[src/rtl/vga_timing_gen.sv]
// VGA raster timing: sync, DE, raw pixel coordinates and line/frame start strobes, 1 CLK registered latency.
// No backpressure; the raster advances only on CE edges and holds otherwise.
module vga_timing_gen #(
    parameter int H_VIS    = 640,
    parameter int H_FP     = 16,
    parameter int H_SYNC   = 96,
    parameter int H_BP     = 48,
    parameter int V_VIS    = 480,
    parameter int V_FP     = 10,
    parameter int V_SYNC   = 2,
    parameter int V_BP     = 33,
    parameter int SYNC_POL = 0
) (
    input  logic        CLK,
    input  logic        RESET,
    input  logic        CE,
    output logic        Hsync,
    output logic        Vsync,
    output logic        DE,
    output logic [11:0] Xpos,
    output logic [11:0] Ypos,
    output logic        LineStart,
    output logic        FrameStart
);

    localparam int H_TOTAL = H_VIS + H_FP + H_SYNC + H_BP;
    localparam int V_TOTAL = V_VIS + V_FP + V_SYNC + V_BP;

    localparam logic [11:0] H_LAST     = 12'(H_TOTAL - 1);
    localparam logic [11:0] V_LAST     = 12'(V_TOTAL - 1);
    localparam logic [11:0] H_VIS_W    = 12'(H_VIS);
    localparam logic [11:0] V_VIS_W    = 12'(V_VIS);
    localparam logic [11:0] H_SYNC_BEG = 12'(H_VIS + H_FP);
    localparam logic [11:0] H_SYNC_END = 12'(H_VIS + H_FP + H_SYNC - 1);
    localparam logic [11:0] V_SYNC_BEG = 12'(V_VIS + V_FP);
    localparam logic [11:0] V_SYNC_END = 12'(V_VIS + V_FP + V_SYNC - 1);
    localparam logic        SYNC_ACT   = (SYNC_POL != 0);

    logic [11:0] h_cnt;
    logic [11:0] v_cnt;
    logic [11:0] h_nxt;
    logic [11:0] v_nxt;
    logic        h_wrap;
    logic        v_wrap;
    logic        hs_act;
    logic        vs_act;
    logic        h_vis;
    logic        v_vis;
    logic        h_zero;

    always_comb begin
        h_wrap = (h_cnt == H_LAST);
        v_wrap = (v_cnt == V_LAST);
        h_nxt  = h_wrap ? 12'd0 : h_cnt + 12'd1;
        v_nxt  = v_cnt;
        if (h_wrap) begin
            v_nxt = v_wrap ? 12'd0 : v_cnt + 12'd1;
        end
        hs_act = (h_cnt >= H_SYNC_BEG) && (h_cnt <= H_SYNC_END);
        // Vsync depends on the line only, so it naturally switches together with h=0
        vs_act = (v_cnt >= V_SYNC_BEG) && (v_cnt <= V_SYNC_END);
        h_vis  = (h_cnt < H_VIS_W);
        v_vis  = (v_cnt < V_VIS_W);
        h_zero = (h_cnt == 12'd0);
    end

    always_ff @(posedge CLK or posedge RESET) begin
        if (RESET) begin
            h_cnt <= 12'd0;
            v_cnt <= 12'd0;
        end else if (CE) begin
            h_cnt <= h_nxt;
            v_cnt <= v_nxt;
        end
    end

    // Outputs describe the pre-increment pixel; strobes self-clear on the next CLK edge regardless of CE
    always_ff @(posedge CLK or posedge RESET) begin
        if (RESET) begin
            Hsync      <= ~SYNC_ACT;
            Vsync      <= ~SYNC_ACT;
            DE         <= 1'b0;
            Xpos       <= 12'd0;
            Ypos       <= 12'd0;
            LineStart  <= 1'b0;
            FrameStart <= 1'b0;
        end else begin
            LineStart  <= 1'b0;
            FrameStart <= 1'b0;
            if (CE) begin
                Hsync      <= hs_act ? SYNC_ACT : ~SYNC_ACT;
                Vsync      <= vs_act ? SYNC_ACT : ~SYNC_ACT;
                DE         <= h_vis && v_vis;
                Xpos       <= h_cnt;
                Ypos       <= v_cnt;
                LineStart  <= h_zero && v_vis;
                FrameStart <= h_zero && (v_cnt == 12'd0);
            end
        end
    end

endmodule
[config.mk]
export PLATFORM = sky130hd
export DESIGN_NAME = vga_timing_gen
export DESIGN_NICKNAME = d
export VERILOG_FILES = /design/src/rtl/vga_timing_gen.sv
export SDC_FILE = /design/constraint.sdc
export NUM_CORES = 1
export LEC_CHECK = 0
export BUFFER_PORTS_ARGS = -buffer_cell sky130_fd_sc_hd__buf_2
export CORE_ASPECT_RATIO = 1.75
export CORE_MARGIN = 2
export CORE_UTILIZATION = 57
export DETAILED_ROUTE_END_ITERATION = 7
export PLACE_DENSITY_LB_ADDON = 0.05
export SETUP_SLACK_MARGIN = 0.5
export SLEW_MARGIN = 20
export SYNTH_ARGS = -nofsm -noshare
export SYNTH_HDL_FRONTEND = slang
export SYNTH_SLANG_ARGS = --single-unit
[constraint.sdc]
create_clock -name CLK -period 2.72 [get_ports CLK]
set_input_delay 0.272 -clock CLK [delete_from_list [all_inputs] [get_ports CLK]]
set_output_delay 0.272 -clock CLK [all_outputs]
set_load 0.01 [all_outputs]
After elaboration in Yosys (flattened, before gate mapping)
Cells that the tools add are included.
{"block": "word_totals", "elab_cells": 33, "input_bits": 3, "register_bits": 53, "output_inout_bits": 29}
{"block": "classes", "n_eq_ne": 2, "magnitude_cmp": 6, "muxes": 6, "add_sub_neg": 2, "n_reduce_logical": 8}
{"cell": "$add A12 B1 Y12 const B", "count": 2}
{"cell": "$eq A12 B10 Y1 const B", "count": 2}
{"cell": "$logic_not A12 Y1", "count": 2}
{"cell": "$mux W12", "count": 2}
{"cell": "$ge A12 B10 Y1 const B", "count": 1}
{"cell": "$ge A12 B9 Y1 const B", "count": 1}
{"cell": "$le A12 B10 Y1 const B", "count": 1}
{"cell": "$le A12 B9 Y1 const B", "count": 1}
{"cell": "$lt A12 B10 Y1 const B", "count": 1}
{"cell": "$lt A12 B9 Y1 const B", "count": 1}
{"cell": "$logic_and A1 B1 Y1", "count": 5}
{"cell": "$mux W1", "count": 4}
{"cell": "$reduce_and A2 Y1", "count": 1}

Longest topological paths before layout
{"block": "depth", "ltp_word": 3, "depth_mapped": 6, "ltp_nobuf": 6}

Least setup slack after synthesis
No wires, ideal clock.
{"block": "synth_path", "path_kind": "reg-to-reg", "startpoint": "register h_cnt[5]", "endpoint": "register v_cnt[9]", "synth_period_minus_slack_ns": 2.019, "t_arrival_ns": 1.893, "setup_time_ns": 0.125, "required_ns": 2.595, "path_slack_ns": 0.701, "n_path_buf": 1, "stages_incl_launch_ff": 6, "cell_sequence": "dfrtp_1 or4_4 or4_4 buf_6 a2bb2o_1 mux2i_1"}
{"block": "synth_via", "elab_chain_len": 2}
{"item": "start: declaration", "line_no": "39", "text": "logic [11:0] h_cnt;"}
{"item": "start signal: assignment", "line_no": "72", "text": "h_cnt <= h_nxt;"}
{"item": "$eq A12 B10 Y1", "line_no": "52", "text": "h_wrap = (h_cnt == H_LAST);"}
{"item": "$reduce_and A2 Y1 (no source line)"}
{"item": "end signal: assignment", "line_no": "73", "text": "v_cnt <= v_nxt;"}
{"item": "end: declaration", "line_no": "40", "text": "logic [11:0] v_cnt;"}
Every way passes these cells.
A chain may end at the register's enable or synchronous reset.

Worst setup path in the final report
{"block": "layout_path", "startpoint": "register h_cnt[5]", "endpoint": "register v_cnt[4]"}
The elaborated chain is that of the path after synthesis.

==> results.yml <==
run_status:
  outcome: "finished clean"
hold_path:
  min_path_type: "input pin to async pin"
clock_tree:
  ctsHoldBuffers: 1
  clock_path_buffers: 2
  clkLatencyLatePin_ns: 0.30
  numClockSinks: 53
  cts_buffers: 5
  clock_input_transition_at_the_sequential_cells_of_the_worst_setup_and_hold_paths_ns: 0.10
  cts_setup_buffers: 0
  htree_levels: 2
  cts_tree: "done"
  number_of_gates_resized_after_cts: 0
  ctsRootBufferMaster: "sky130_fd_sc_hd__clkbuf_8"
power:
  switching_power_mw: 0.510
  power-per-cell-area_mw_per_mm2: 632
  share_seq_of_total_power_pct: 57.1
  final_total_pwr_mw: 1.73
  comb_power_share_pct: 18.1
  switching_share_pct: 29.5
  power.leakage_nw: 1.30
  power_report.internal_total_mw: 1.22
  power.clock.fraction_pct: 24.9
  vdd.ir_drop.worst_mv: 0.506
cells_and_area:
  flow.area_growth_from_synthesis_pct: 11.6
  filler_cell_count: 329
  diodes: 0
  drive_above_1_share_pct: 29.4
  stdcell_area_mm2: 0.00274
  num-nets-final: 255
timing:
  finClkSkew_ns: 0.0102
  final_slew_violations: 0
  fmax_achieved_ghz: 0.490
  rsz0062_at_grt: "false"
  fin_crit_sh_pct: 75.0
  setup_ws_ns: 0.680
  worst_slew_margin_rel_pct: 52.1
  finalWorstPathRequiredPeriod_ns: 2.04
  worst-slew-pin-transition_ns: 0.712
  setup_viol: 0
  final-hold-violation-count: 0
  final.setup.tns_ns: 0
worst_setup_path:
  crit_required_ns: 2.95
  cpPeakStageDelay_ns: 0.58
  timing.reg2reg.worst_path_depth: 4
  worst-path-max-fanout: 8
  critical_path.reg2reg.startpoint: "h_cnt[5]$_DFFE_PP0P_"
  crit_path_start_kind: "register"
  arrival_ns: 2.27
  timing.critical_path.cells: "or4_4, or4_4, nor3_2, mux2i_1"
  crit_path_end_kind: "register"
  cp_slowest_cell: "sky130_fd_sc_hd__or4_4"
  classification_of_the_worst_setup_path: "register to register"
  r2r_setup_slack_ns: 0.68
  critical_path.reg2reg.endpoint: "v_cnt[4]$_DFFE_PP0P_"
  most_repeated_library_cell_on_the_critical_path: "sky130_fd_sc_hd__or4_4"
place:
  dp.final_hpwl_um: 3440
  placed_cell_area_mm2: 0.00264
  detailedPlace.worstSlack_ns: 0.693
  buffer_ports.inserted: 31
  gp_congestion: 0.891
synthesis:
  synthesis.instances: 216
  synth-main-ff-cell: "sky130_fd_sc_hd__dfrtp_1"
  synth.yosys.seq_area_share_pct: 54.1
  ys.warnings.count: 0
  synth_edf_count: 0
  yosysUniqueCellTypes: 40
  synth.avg_cell_area_um2: 11.4
  synth_fp_nets: 224
  area_of_the_mapped_netlist_mm2: 0.00245
  ys_seq_elements: 53
  synth_async_sr_flop_share_pct: 100
routing:
  detail_route.wirelength_um: 4710
  detail-route-antenna-nets: 0
  drt_first_iter_violations: 54
  drcViolationCount: 0
  num_vias: 1723
  drtPass1Iterations: 5
  routed_via_density: 5.80
  route.detailed.wl_per_inst_um: 15.8
floorplan:
  die_area_mm2: 0.00487
  core_area_mm2: 0.00415
  start_util_pct: 59.1
  floorplan.die.height_um: 90.8
  row_count: 31
  dieWidth_um: 53.6
  io_pins: 32
global_route:
  grt.total_usage_pct: 22.3
  grt_pass1_vias: 1789
  grt_pass1_wl_um: 8130
  gr-total-overflow: 0
  grt_start_max_net_pins: 38
  antenna_found_initial: 0
run:
  drv_cap: 0
==> stage by stage <==
stage / instances / hold WS, ns / util (%)
CTS: 297 / 0.456 / 66.0
floorplan: 216 / 0.483 / -
global route: 297 / 0.488 / 66.0
detailed placement: 288 / 0.258 / 63.6
global placement: 288 / 0.243 / 63.6
finish: 297 / 0.466 / 66.0
==> worst max-delay path, delay by kind of cell, from the launching register on <==
family	cells	cell delay (ns)
simple gates	3	1.33
flops	1	0.45
mux	1	0.19
==> placed cells by master (no fill, tap or decap), types with 2 or more instances in the layout <==
cell	instances
sky130_fd_sc_hd__and3_1	4
sky130_fd_sc_hd__buf_2	31
sky130_fd_sc_hd__buf_4	3
sky130_fd_sc_hd__clkbuf_8	5
sky130_fd_sc_hd__clkinvlp_4	2
sky130_fd_sc_hd__dfrtp_1	51
sky130_fd_sc_hd__dfstp_2	2
sky130_fd_sc_hd__ha_1	5
sky130_fd_sc_hd__inv_1	11
sky130_fd_sc_hd__mux2_2	23
sky130_fd_sc_hd__mux2i_1	4
sky130_fd_sc_hd__nand2_1	16
sky130_fd_sc_hd__nand2b_1	2
sky130_fd_sc_hd__nand3_1	11
sky130_fd_sc_hd__nand4_1	12
sky130_fd_sc_hd__nor2_1	8
sky130_fd_sc_hd__nor3_1	7
sky130_fd_sc_hd__nor3b_1	2
sky130_fd_sc_hd__nor4_1	6
sky130_fd_sc_hd__o21ai_0	6
sky130_fd_sc_hd__o22ai_1	2
sky130_fd_sc_hd__or4_4	2
sky130_fd_sc_hd__xnor2_1	10
sky130_fd_sc_hd__xor2_1	3
==> layout make-up <==
cell class | instances | area, µm² | share of cell area, %
sequential | 53 | 1330 | 48.5
clock inverter | 2 | 15.0 | 0.548
inverter | 12 | 45.0 | 1.64
timing repair buffer | 35 | 188 | 6.85
multi-input combinational | 140 | 1030 | 37.6
clock buffer | 6 | 72.6 | 2.65
tap | 49 | 61.3 | 2.24
==> state kept, by name, indices dropped and copies added (netlist names) <==
name and cells:
v_cnt 12, Xpos 12, DE 1, Ypos 12, Hsync 1, FrameStart 1
LineStart 1, Vsync 1, h_cnt 12
==> routing by layer <==
metal  track usage, %  share of wire (%)
met3             3.64                3.0
met5                0                  0
met4             11.8                2.2
met2             36.9                 55
met1             26.4                 40
==> synth_stat cells (3+ instances only) <==
| cell | n | area share [%] |
|---|---|---|
| sky130_fd_sc_hd__nor4_1 | 6 | 1.5 |
| sky130_fd_sc_hd__nand3_1 | 11 | 2.2 |
| sky130_fd_sc_hd__nand4_1 | 12 | 3.1 |
| sky130_fd_sc_hd__nor3_1 | 7 | 1.4 |
| sky130_fd_sc_hd__inv_1 | 12 | 1.8 |
| sky130_fd_sc_hd__mux2_2 | 23 | 11 |
| sky130_fd_sc_hd__o21ai_0 | 6 | 1.2 |
| sky130_fd_sc_hd__clkbuf_1 | 7 | 1.1 |
| sky130_fd_sc_hd__nor2_1 | 8 | 1.2 |
| sky130_fd_sc_hd__xnor2_1 | 10 | 3.6 |
| sky130_fd_sc_hd__and3_1 | 4 | 1.0 |
| sky130_fd_sc_hd__ha_1 | 5 | 2.5 |
| sky130_fd_sc_hd__mux2i_1 | 4 | 1.6 |
| sky130_fd_sc_hd__nand2_1 | 16 | 2.4 |
| sky130_fd_sc_hd__dfrtp_1 | 51 | 52 |
| sky130_fd_sc_hd__xor2_1 | 3 | 1.1 |
| sky130_fd_sc_hd__buf_2 | 3 | 0.61 |
==> logic make-up (layout without fill, tap and decap cells) <==
| logic type | count (synthesis) | count (layout) | synth area share, % |
|---|---|---|---|
| compound gates | 17 | 17 | 4.89 |
| xor+xnor | 13 | 13 | 4.64 |
| fa+ha+maj | 5 | 5 | 2.55 |
| buf+inv | 23 | 55 | 3.98 |
| flops | 53 | 53 | 54.1 |
| mux | 27 | 27 | 12.2 |
| simple gates | 78 | 78 | 17.6 |
==> worst max-delay path by stage <==
stage | from | to | depth (start not counted)
6_report | h_cnt[5]$_DFFE_PP0P_ | v_cnt[4]$_DFFE_PP0P_ | 4
5_1_grt | h_cnt[5]$_DFFE_PP0P_ | FrameStart$_DFF_PP0_ | 4
4_1_cts | h_cnt[5]$_DFFE_PP0P_ | v_cnt[4]$_DFFE_PP0P_ | 4
3_5_place_dp | h_cnt[5]$_DFFE_PP0P_ | v_cnt[4]$_DFFE_PP0P_ | 4
3_3_place_gp | h_cnt[5]$_DFFE_PP0P_ | v_cnt[4]$_DFFE_PP0P_ | 4
2_1_floorplan | h_cnt[5]$_DFFE_PP0P_ | v_cnt[9]$_DFFE_PP0P_ | 5
==> power by group through the flow <==
stage | clock [mW] | combinational, mW | sequential (mW)
after floorplan | 0 | 0.235 | 0.980
after global placement | 0 | 0.310 | 0.995
after detailed placement | 0 | 0.316 | 1.00
after CTS | 0.449 | 0.318 | 0.986
after global routing | 0.480 | 0.355 | 1.00
final | 0.430 | 0.312 | 0.987
No activity file was read; power rests on OpenSTA's default activity.
